## src/rtl/cpu_pkg.sv

```systemverilog
// Shared definitions for the MIPS32 pipelined core: jump kinds decoded by the
// control unit, the bubble instruction word, and the fetch FSM state type.
package cpu_pkg;

    localparam logic [1:0] JUMP_NONE = 2'b00;
    localparam logic [1:0] JUMP_J    = 2'b01;
    localparam logic [1:0] JUMP_JR   = 2'b10;

    localparam logic [31:0] NOP_WORD = 32'h0000_0000;

    typedef enum logic {
        RUN  = 1'b0,
        HELD = 1'b1
    } fetch_state_t;

endpackage

```

## src/rtl/fetch_hold_buf.sv

```systemverilog
// One-entry skid register for the fetch stage. It catches the instruction word
// returning from memory while decode is stalled, so the word is not lost and
// does not need to be fetched again.
module fetch_hold_buf
    import cpu_pkg::*;
(
    input  logic        clk,
    input  logic        rst_n,
    input  logic        load,
    input  logic        drain,
    input  logic        clear,
    input  logic [31:0] load_ir,
    input  logic [31:0] load_pc,
    output logic        valid,
    output logic [31:0] ir,
    output logic [31:0] pc
);

    // Clear and drain both empty the entry and take priority over a new load.
    always_ff @(posedge clk) begin
        if (!rst_n) begin
            valid <= 1'b0;
            ir    <= NOP_WORD;
            pc    <= 32'h0000_0000;
        end else if (clear || drain) begin
            valid <= 1'b0;
        end else if (load) begin
            valid <= 1'b1;
            ir    <= load_ir;
            pc    <= load_pc;
        end
    end

endmodule

```

## src/rtl/fetch_stage.sv

```systemverilog
// Instruction-fetch stage and IF/ID pipeline register. Owns the PC, drives a
// one-cycle-latency instruction memory, parks a returning word in the hold
// buffer during decode stalls, and applies branch/jump redirects with a bubble.
module fetch_stage
    import cpu_pkg::*;
#(
    parameter logic [31:0] RESET_PC = 32'h0000_0000,
    parameter logic [31:0] NOP_WORD = cpu_pkg::NOP_WORD
) (
    input  logic        clk,
    input  logic        rst_n,
    input  logic        stall,
    input  logic        br_taken,
    input  logic [31:0] br_target,
    input  logic [1:0]  jump,
    input  logic [31:0] jr_target,
    output logic        imem_en,
    output logic [31:0] imem_addr,
    input  logic [31:0] imem_rdata,
    output logic [31:0] ir,
    output logic [31:0] pc_plus4,
    output logic        ir_valid,
    output logic        flush
);

    fetch_state_t state_q, state_d;

    logic [31:0] pc_q;
    logic        inflight_q;
    logic [31:0] inflight_pc_q;

    logic        redirect;
    logic [31:0] target;

    logic [31:0] ir_d;
    logic [31:0] pc_plus4_d;
    logic        ir_valid_d;

    logic        hb_load;
    logic        hb_drain;
    logic        hb_clear;
    logic        hb_valid;
    logic [31:0] hb_ir;
    logic [31:0] hb_pc;

    fetch_hold_buf u_hold (
        .clk     (clk),
        .rst_n   (rst_n),
        .load    (hb_load),
        .drain   (hb_drain),
        .clear   (hb_clear),
        .load_ir (imem_rdata),
        .load_pc (inflight_pc_q),
        .valid   (hb_valid),
        .ir      (hb_ir),
        .pc      (hb_pc)
    );

    // Redirect selection (branch beats jr beats j) and the memory request.
    always_comb begin
        redirect = br_taken || (jump != JUMP_NONE);
        target   = pc_q;
        if (br_taken) begin
            target = br_target & 32'hFFFF_FFFC;
        end else if (jump == JUMP_JR) begin
            target = jr_target & 32'hFFFF_FFFC;
        end else if (jump == JUMP_J) begin
            target = {pc_plus4[31:28], ir[25:0], 2'b00};
        end
        imem_en   = rst_n && (redirect || !stall);
        imem_addr = redirect ? target : pc_q;
    end

    // Next FSM state, next IF/ID contents and hold-buffer control.
    always_comb begin
        state_d    = state_q;
        ir_d       = ir;
        pc_plus4_d = pc_plus4;
        ir_valid_d = ir_valid;
        hb_load    = 1'b0;
        hb_drain   = 1'b0;
        hb_clear   = 1'b0;
        if (redirect) begin
            ir_d       = NOP_WORD;
            ir_valid_d = 1'b0;
            hb_clear   = 1'b1;
            state_d    = RUN;
        end else begin
            case (state_q)
                RUN: begin
                    if (!stall) begin
                        if (inflight_q) begin
                            ir_d       = imem_rdata;
                            pc_plus4_d = inflight_pc_q + 32'd4;
                            ir_valid_d = 1'b1;
                        end else begin
                            ir_d       = NOP_WORD;
                            ir_valid_d = 1'b0;
                        end
                    end else if (inflight_q) begin
                        hb_load = 1'b1;
                        state_d = HELD;
                    end
                end
                HELD: begin
                    if (!stall) begin
                        ir_d       = hb_ir;
                        pc_plus4_d = hb_pc + 32'd4;
                        ir_valid_d = hb_valid;
                        hb_drain   = 1'b1;
                        state_d    = RUN;
                    end
                end
                default: begin
                    state_d = RUN;
                end
            endcase
        end
    end

    // PC, in-flight tracking, FSM state and the IF/ID register.
    always_ff @(posedge clk) begin
        if (!rst_n) begin
            state_q       <= RUN;
            pc_q          <= RESET_PC;
            inflight_q    <= 1'b0;
            inflight_pc_q <= RESET_PC;
            ir            <= NOP_WORD;
            pc_plus4      <= 32'h0000_0000;
            ir_valid      <= 1'b0;
        end else begin
            state_q       <= state_d;
            inflight_q    <= imem_en;
            inflight_pc_q <= imem_addr;
            if (imem_en) begin
                pc_q <= imem_addr + 32'd4;
            end
            ir       <= ir_d;
            pc_plus4 <= pc_plus4_d;
            ir_valid <= ir_valid_d;
        end
    end

    assign flush = ~ir_valid;

endmodule
```

## config.mk

```make
export PLATFORM = sky130hd
export DESIGN_NAME = fetch_stage
export DESIGN_NICKNAME = d
export VERILOG_FILES = /design/src/rtl/cpu_pkg.sv /design/src/rtl/fetch_hold_buf.sv /design/src/rtl/fetch_stage.sv
export SDC_FILE = /design/constraint.sdc
export NUM_CORES = 1
export LEC_CHECK = 0
export CORE_ASPECT_RATIO = 0.75
export CORE_MARGIN = 2
export CORE_UTILIZATION = 50
export CTS_BUF_LIST = sky130_fd_sc_hd__clkbuf_8 sky130_fd_sc_hd__clkbuf_16
export CTS_CLUSTER_DIAMETER = 80
export DETAILED_ROUTE_END_ITERATION = 12
export PLACE_DENSITY = 0.78
export SLEW_MARGIN = 15
export SYNTH_ARGS = -nofsm -noshare
export SYNTH_HDL_FRONTEND = slang
export SYNTH_HIERARCHICAL = 1
export SYNTH_SLANG_ARGS = --single-unit
```

## constraint.sdc

```tcl
create_clock -name clk -period 3.82 [get_ports clk]
set_input_delay 0.573 -clock clk [delete_from_list [all_inputs] [get_ports clk]]
set_output_delay 0.573 -clock clk [all_outputs]
set_load 0.005 [all_outputs]
```

# Yosys cells after proc, flatten, opt, wreduce, memory -nomap -nowiden
# Index checks and enable logic that the tools add are counted.
# op_classes
n_eq_ne	5
n_lt_le_gt_ge	0
n_div	0
n_addsub	3
reduce_logical	11
n_bitwise	5
n_mul	0
n_mux	25
shifts	0
# op_table
operator	count
two-way mux 32 bit	10
case mux 32 bit (2 select lines)	2
adder 32 x 3 -> 32 bit (second input constant)	3
two-way mux 1 bit	11
inequality test 2 bit (second input constant)	3
NOT 1 bit	5
case mux 1 bit (2 select lines)	2
AND reduction 2 bit	2
AND reduction 4 bit	1
OR reduction 2 bit	2
logical OR 1 bit	3
equality test 2 x 1 -> 1 bit (second input constant)	1
equality test 2 bit (second input constant)	1
nonzero test 2 bit	1
logical AND 1 bit	1
zero test 1 bit	1
# word_totals
ramBits	0
memories	0
in_bits	102
register_bits	196
mem_bits_ro	0
output_inout_bits	99
latchBits	0
wordCells	59

# Depth between registers and ports, before layout
# Gate-level depths: netlist (run 1).
# logic_depth
depth_word	6
mapped_depth	15
depth_no_buf	10

# Cells and area by module
# Netlist (run 1), hierarchy kept.
# by_module_without_submodules
mod	seq_area_each_um2	n_inst	area_each_um2	cells_per_inst
fetch_stage	2622.5	1	7566.0	926
fetch_hold_buf	1301.2	1	2647.5	281

# Worst setup path before layout (run 1)
# No wires, ideal clock.
# synth_path
kind	register -> register
from	reg state_q
to	reg pc_plus4[30]
stages_incl_launch_ff	16
t_required_ns	3.741
slack_ns	0.552
period_less_slack_ns	3.268
t_arrival_ns	3.189
setup_ns	0.079
n_path_buf	6
cell_sequence	dfxtp_1 buf_4 buf_6 buf_2 buf_2 buf_2 buf_2 mux2_2 ha_1 inv_1 a211oi_2 nand4_2 nor4_2 nor3b_2 nand4_1 o211ai_1
# synth_between
elab_chain_cells	3
word_cells_on_any_way	6
classes_between	3 x eq/ne; 1 x mux; 1 x bitwise; 1 x reduce/logical
# synth_lines
element	line	source
start: declaration	fetch_stage.sv:26	fetch_state_t state_q, state_d;
start signal: assignment	fetch_stage.sv:132	state_q <= state_d;
NOT 1 bit	--	
inequality test 2 bit (no line)	--	
AND reduction 4 bit (no line)	--	
end signal: assignment	fetch_stage.sv:139	pc_plus4 <= pc_plus4_d;
end: declaration	fetch_stage.sv:21	output logic [31:0] pc_plus4,
# Parallel ways exist; a longest one is shown, timed or not.
# A chain may end at the register's enable or synchronous reset.

# Worst setup path after layout (run 1)
# layout_path
from	in jump[0]
to	out imem_addr[21]
# layout_between
elab_chain_cells	5
word_cells_on_any_way	8
classes_between	2 x eq/ne; 4 x mux; 2 x reduce/logical
# layout_lines
element	line	source
start: declaration	fetch_stage.sv:15	input logic [1:0] jump,
equality test 2 x 1 -> 1 bit	fetch_stage.sv:67	end else if (jump == JUMP_J) begin
two-way mux 32 bit	fetch_stage.sv:67	
two-way mux 32 bit	fetch_stage.sv:65	end else if (jump == JUMP_JR) begin
two-way mux 32 bit	fetch_stage.sv:63	if (br_taken) begin
two-way mux 32 bit *	fetch_stage.sv:71	imem_addr = redirect ? target : pc_q;
end: declaration	fetch_stage.sv:18	output logic [31:0] imem_addr,
# Mark *: on every way between the ends. The rest lies on a longest branch, timed or not.

==> results of run 1 <==
final cells by class:
cell class	count	area (µm²)
fillers	1702	7400
multi-input cells	888	5590
flip-flops and latches	196	3930
repair buffers	237	2260
clock buffers	18	439
well taps	258	323
clock inverters	13	111
inverters	28	105
sequential cells by signal (all words and copies together) (netlist names):
| name | cells |
|---|---|
| pc_plus4 | 32 |
| state_q | 1 |
| ir | 32 |
| pc_q | 32 |
| u_hold/ir | 32 |
| inflight_pc_q | 32 |
| ir_valid | 1 |
| inflight_q | 1 |
| u_hold/valid | 1 |
| u_hold/pc | 32 |
critical path: stages:
cell	delay, ns
clkdlybuf4s50_1	0.67
buf_4	0.26
xor2_4	0.28
buf_4	0.26
nor2_1	0.09
o31ai_4	0.42
clkdlybuf4s50_1	0.61
worst paths after layout:
| kind | cells after the start | endpoint | slack, ns |
|---|---|---|---|
| worst max-delay path | 7 | imem_addr[21] | 0.07 |
| worst min-delay path | 2 | pc_plus4[4] | 0.45 |
| worst min register to register | 2 | pc_plus4[4] | 0.45 |
| worst max register to register | 10 | pc_plus4[30] | 0.61 |
where the power goes:
| part | internal, W | switching (W) |
|---|---|---|
| clock | 0.000915 | 0.000807 |
| combinational | 0.000338 | 0.000387 |
| sequential | 0.00210 | 0.0000423 |
| total | 0.00336 | 0.00124 |
layout by cell type, fill, tap and decap left out, types with 4 or more instances in the layout:
cell	Yosys	layout
clkdlybuf4s50_1	0	193
nand3b_1	12	12
a22oi_1	38	38
and3_1	9	9
inv_1	27	30
and2_1	26	26
a211oi_1	11	11
nand2b_1	9	9
mux2i_1	92	92
o22ai_1	13	13
a2bb2oi_1	5	5
xnor2_1	18	18
o211ai_1	9	9
o311a_1	4	4
a221oi_2	4	4
or3_1	10	10
a221oi_1	5	5
nor2_1	130	129
xor2_1	15	15
nor2b_1	6	5
o21ai_1	5	5
nand3_1	40	40
nor3_1	14	14
buf_4	8	42
nand4_1	12	12
o31a_1	4	4
nor4b_1	5	5
nand2_1	211	211
o21a_1	7	7
o21ai_0	27	27
mux2_2	4	4
o31ai_1	5	5
nor4_1	5	5
a21oi_1	59	59
dfxtp_1	196	195
clkbuf_16	0	17
metal layers:
layer	share of wire, %	vias up
met4	2.6	0
met3	7.7	54
met5	0	-
li1	-	4539
met1	45	4527
met2	45	393
synth_stat cells, types with 4 or more instances:
library cell | count | area, µm²
o21ai_1 | 5 | 25.0
clkbuf_1 | 37 | 139
nand3_1 | 40 | 200
buf_1 | 8 | 30.0
a22oi_1 | 38 | 285
a211oi_1 | 11 | 82.6
nand2b_1 | 9 | 56.3
a221oi_2 | 4 | 60.1
o211ai_1 | 9 | 67.6
o31ai_1 | 5 | 37.5
nor2b_1 | 6 | 37.5
a221oi_1 | 5 | 43.8
o21ai_0 | 27 | 135
inv_1 | 27 | 101
dfxtp_1 | 196 | 3920
xnor2_1 | 18 | 158
nand2_1 | 211 | 792
nand3b_1 | 12 | 90.1
or3_1 | 10 | 62.6
nor3_1 | 14 | 70.1
buf_4 | 8 | 60.1
nor4_1 | 5 | 31.3
buf_12 | 6 | 120
nor4b_1 | 5 | 43.8
o311a_1 | 4 | 40.0
nand4_1 | 12 | 75.1
o31a_1 | 4 | 35.0
mux2_2 | 4 | 45.0
xor2_1 | 15 | 131
buf_6 | 12 | 135
mux2i_1 | 92 | 921
o21a_1 | 7 | 52.6
a21oi_1 | 59 | 295
nor2_1 | 130 | 488
and3_1 | 9 | 56.3
and2_1 | 26 | 163
a2bb2oi_1 | 5 | 43.8
buf_2 | 24 | 120
o22ai_1 | 13 | 81.3
through the flow:
step	total power (W)	util (%)	cell area, µm²
final	0.00459	63.3	12800
after global routing	0.00476	63.3	12800
after CTS	0.00461	63.3	12800
after detailed placement	0.00290	60.5	12200
after global placement	0.00290	60.5	12200
after floorplan	0.00259	-	10200
repair_timing:
item / 4_1_cts / 5_1_grt
resized for setup: 0 / 1
endpoints found under the setup margin: 0 / 1
hold endpoints to repair: 0 / 0
cell families (layout without fill, tap and decap cells):
group / after synthesis / after routing / synth area share, %
muxes: 96 / 96 / 9.46
adders and majority gates: 2 / 2 / 0.245
buffers and inverters: 123 / 296 / 6.95
xor gates and xnor gates: 35 / 35 / 3.37
and+or+nand+nor: 520 / 520 / 24.7
DFF: 196 / 196 / 38.4
AOI/OAI and AO/OA: 235 / 235 / 16.9
==> results.cfg, run 1 <==
[run_status]
status = finished, final reports clean

[yosys]
ys_seq_area_share_pct = 38.4
synth_edf_count = 0
syn_area_per_cell_um2 = 8.46
synth.net_count = 1311
syn_inst = 1207
yosys_warnings = 6
synthArstFlopShare_pct = 0
synth_ff_type = dfxtp_1
ys_types = 86
syn-cell-area_um2 = 10200
synth_seq_cells = 196

[sta]
tns_ns = 0
whs_ns = 0.450
period_needed_ns = 3.75
max_slew_margin_pct = 40.9
postLayoutSetupSlackWorst_ns = 0.0678
tightest_slew_ns = 0.883
timing.fmax_mhz = 267
slew_violations = 0
finalCritPeriodShare_pct = 98.2
rsz0062_at_grt = false
setup_violations = 0
hold_violations = 0
fin_worst_skew_ns = 0.0126

[drt]
vias = 9513
dr.pass1.iters = 7
wire_per_inst_um = 18.0
drtIter0Drc = 839
drc_errors = 0
wirelength_um = 29500
antenna_left = 0
via_per_inst = 5.81

[grt]
grt_pass1_wl_um = 46400
antenna_found_initial = 0
grtUsageTotal_pct = 27.1
grt_pass1_vias = 8862
use_met3_pct = 5.13
grt.overflow.total = 0
grt-busiest-layer = met2
use_met2_pct = 42.4
grt_max_degree = 78
grtUsageMet1_pct = 37.8

[finish]
fin_cells = 1638
drive_gt1_share_pct = 8.55
syn_to_final_growth_pct = 24.9
antenna_cells = 0
finalNetCount = 1472

[placement]
hpwl_um = 21300
gp_congestion = 0.898
dp.cells = 1607
port_buffers = 196
dpl_worst_slack_ns = 0.137

[clock_tree]
path_clk_slew_ns = 0.07
cts_tree = yes
cts-hold-fix-buffers = 0
post_cts_buffers = 0
cts_buffers = 17
cts_sinks = 196
clk_latency_ns = 0.43
clk_path_buf_depth = 2
clockRootBuffer = clkbuf_16
htreeDepth = 4

[setup_path]
critical_path_class = in -> out
crit_start = jump[0]
path_max_fanout = 12
worstPathArrival_ns = 3.18
critPathLaunchType = input port
cp-end-kind = primary output
crit_required_ns = 3.25
r2r_start = state_q

[worst_hold_path]
holdCritPathClass = reg -> reg
min_from = pc_plus4[4]

[floorplan]
initial_core_util_pct = 50.7
rows = 45
die-width_um = 169
fp.dieH_um = 128
dieArea_um2 = 21600
io_pins = 201
fp.coreArea_um2 = 20200

[power]
vdd_drop_max_mv = 0.328
power.density_nw_per_um2 = 360
p_leak_nw = 4.45

[job]
max_cap_violations = 0
(Power assumes the default switching activity.)
==> run 2, diff against run 1 <==
DONT_BUFFER_PORTS = 1   (was not set)
PLACE_DENSITY = not set   (was 0.78)
==> run 2 against run 1 <==
Wire length is 2.5% lower. Critical path depth is 1 higher. Global-route usage decreased by 0.54 points. Power down 5.9%. Highest routed layer unchanged. Largest power group unchanged. Die area unchanged. Largest cell class unchanged. Via count is 11% lower. Sequential share of layout area increased by 6.1 points. Core utilization down 10 points. Sequential cell count is the same. First-iteration DRC count decreased by 37%.
==> results.cfg, run 2 (same netlist as run 1, synthesis figures left out) <==
[run_status]
status = finished, final reports clean

[setup_path]
r2r-end = pc_plus4[27]
r2r_start = state_q
cp-end-kind = flop
critPathMaxStageDelay_ns = 0.58
critical_path_class = reg -> reg
crit_required_ns = 4.14
path_max_fanout = 29
critPathTopFamily = simple AND/OR/NAND/NOR gates
crit_chain = buf_4, nand3_1, a22oi_1, nand3b_1, or4_4, or3_1, nand4_1, o211ai_1
critPathLaunchType = flop
cpMaxStageDelayCell = or4_4
worstPathArrival_ns = 3.35
regToRegSetupSlack_ns = 0.78
r2r_cells = 8
cp.buffers_inverters = 1
crit_start = state_q

[clock_tree]
htreeDepth = 4
cts_sinks = 196
cts_resized = 0
cts-hold-fix-buffers = 0
path_clk_slew_ns = 0.07
clk_path_buf_depth = 2
clk_latency_ns = 0.43
post_cts_buffers = 0
cts_buffers = 17
cts_tree = yes
clockRootBuffer = clkbuf_16

[finish]
layout.core_utilization_pct = 52.8
syn_to_final_growth_pct = 4.19
finalNetCount = 1255
drive_gt1_share_pct = 8.08
mostFrequentLayoutCells = nand2_1, dfxtp_1, nor2_1
layout_commonest_cell = nand2_1

[power]
seqPwrFrac_pct = 49.6
p_switching_w = 0.00118
p_leak_nw = 3.63
p_int_w = 0.00314
pwr-share-clk_pct = 39.6
vdd_drop_max_mv = 0.210
p_comb_share_pct = 10.8
sw_frac_of_total_pct = 27.3
power.density_nw_per_um2 = 406

[sta]
tightest_slew_ns = 0.844
hold_violations = 0
rsz0062_at_grt = false
timing.fmax_mhz = 329
setup_violations = 0
period_needed_ns = 3.04
slew_violations = 0
tns_ns = 0
fin_worst_skew_ns = 0.0130
finalCritPeriodShare_pct = 79.5
max_slew_margin_pct = 43.2

[job]
max_cap_violations = 0

[floorplan]
io_pins = 201
dieArea_um2 = 21600
initial_core_util_pct = 50.7
rows = 45
die-width_um = 169
fp.coreArea_um2 = 20200
fp.dieH_um = 128

[worst_hold_path]
min_from = stall
min_delay_worst_endpoint = ir_valid
holdCritPathClass = in -> reg
holdPathStages = 1

[placement]
hpwl_um = 20200
port_buffers = 0
gp_congestion = 0.902

[drt]
wire_per_inst_um = 20.2
vias = 8469
wirelength_um = 28800
antenna_left = 0
drtIter0Drc = 532
drc_errors = 0
via_per_inst = 5.95
dr.pass1.iters = 5

[grt]
use_met2_pct = 40.2
grtUsageTotal_pct = 26.6
grt_pass1_vias = 7764
grt.overflow.total = 0
use_met3_pct = 9.32
grt_pass1_wl_um = 44700
grt-busiest-layer = met2
antenna_found_initial = 1
grtUsageMet1_pct = 36.1
grt_max_degree = 181
==> run 2: changes by cell type in the layout (fill, tap and decap cells not counted), moves of 2 or more <==
cell             change
clkdlybuf4s50_1    -193
buf_4               -22
clkinvlp_4           -3
buf_2                -2
clkinv_4             +2
inv_6                +2
==> run 2: how the worst max path moves through the flow <==
| stage | to | slack, ns | depth (start not counted) |
|---|---|---|---|
| floorplan | pc_plus4[30] | 0.55 | 15 |
| global placement | pc_q[26] | 0.61 | 7 |
| detailed placement | pc_q[26] | 0.59 | 7 |
| CTS | pc_plus4[27] | 0.83 | 8 |
| global route | pc_plus4[27] | 0.59 | 8 |
| finish | pc_plus4[27] | 0.78 | 8 |
==> run 2: power by group through the flow <==
stage | Clock [W] | Sequential, W | Combinational (W)
final | 0.00171 | 0.00215 | 0.000467
after global routing | 0.00182 | 0.00215 | 0.000515
after CTS | 0.00174 | 0.00214 | 0.000466
after detailed placement | 0 | 0.00219 | 0.000464
after global placement | 0 | 0.00219 | 0.000458
after floorplan | 0 | 0.00218 | 0.000415
==> run 2: stage by stage <==
step | cells | setup slack [ns] | power [W] | instance area, µm² | hold WS, ns
after CTS | 1422 | 0.835 | 0.00435 | 10600 | 0.229
after global placement | 1390 | 0.611 | 0.00265 | 10100 | 0.439
after floorplan | 1207 | 0.552 | 0.00259 | 10200 | 0.420
after global routing | 1422 | 0.586 | 0.00449 | 10600 | 0.239
final | 1423 | 0.784 | 0.00432 | 10600 | 0.246
after detailed placement | 1390 | 0.585 | 0.00266 | 10100 | 0.443
==> run 2: routing by layer <==
layer,part of all wire (%),vias up
li1,-,4120
met1,46,4059
met2,43,264
met3,9.3,26
met4,1.6,0
met5,0,-
==> run 2: cell type report <==
class | instances | area (µm²)
fillers | 1941 | 9520
multi-input cells | 888 | 5590
flip-flops and latches | 196 | 3930
clock buffers | 18 | 439
well taps | 258 | 323
repair buffers | 20 | 150
clock inverters | 14 | 105
inverters | 28 | 105
diodes | 1 | 2.50
==> run 2: worst register-to-register path, cell delays in order (launching register included) <==
cell	delay (ns)
dfxtp_4	0.57
buf_4	0.45
nand3_1	0.17
a22oi_1	0.34
nand3b_1	0.27
or4_4	0.58
or3_1	0.35
nand4_1	0.10
o211ai_1	0.09
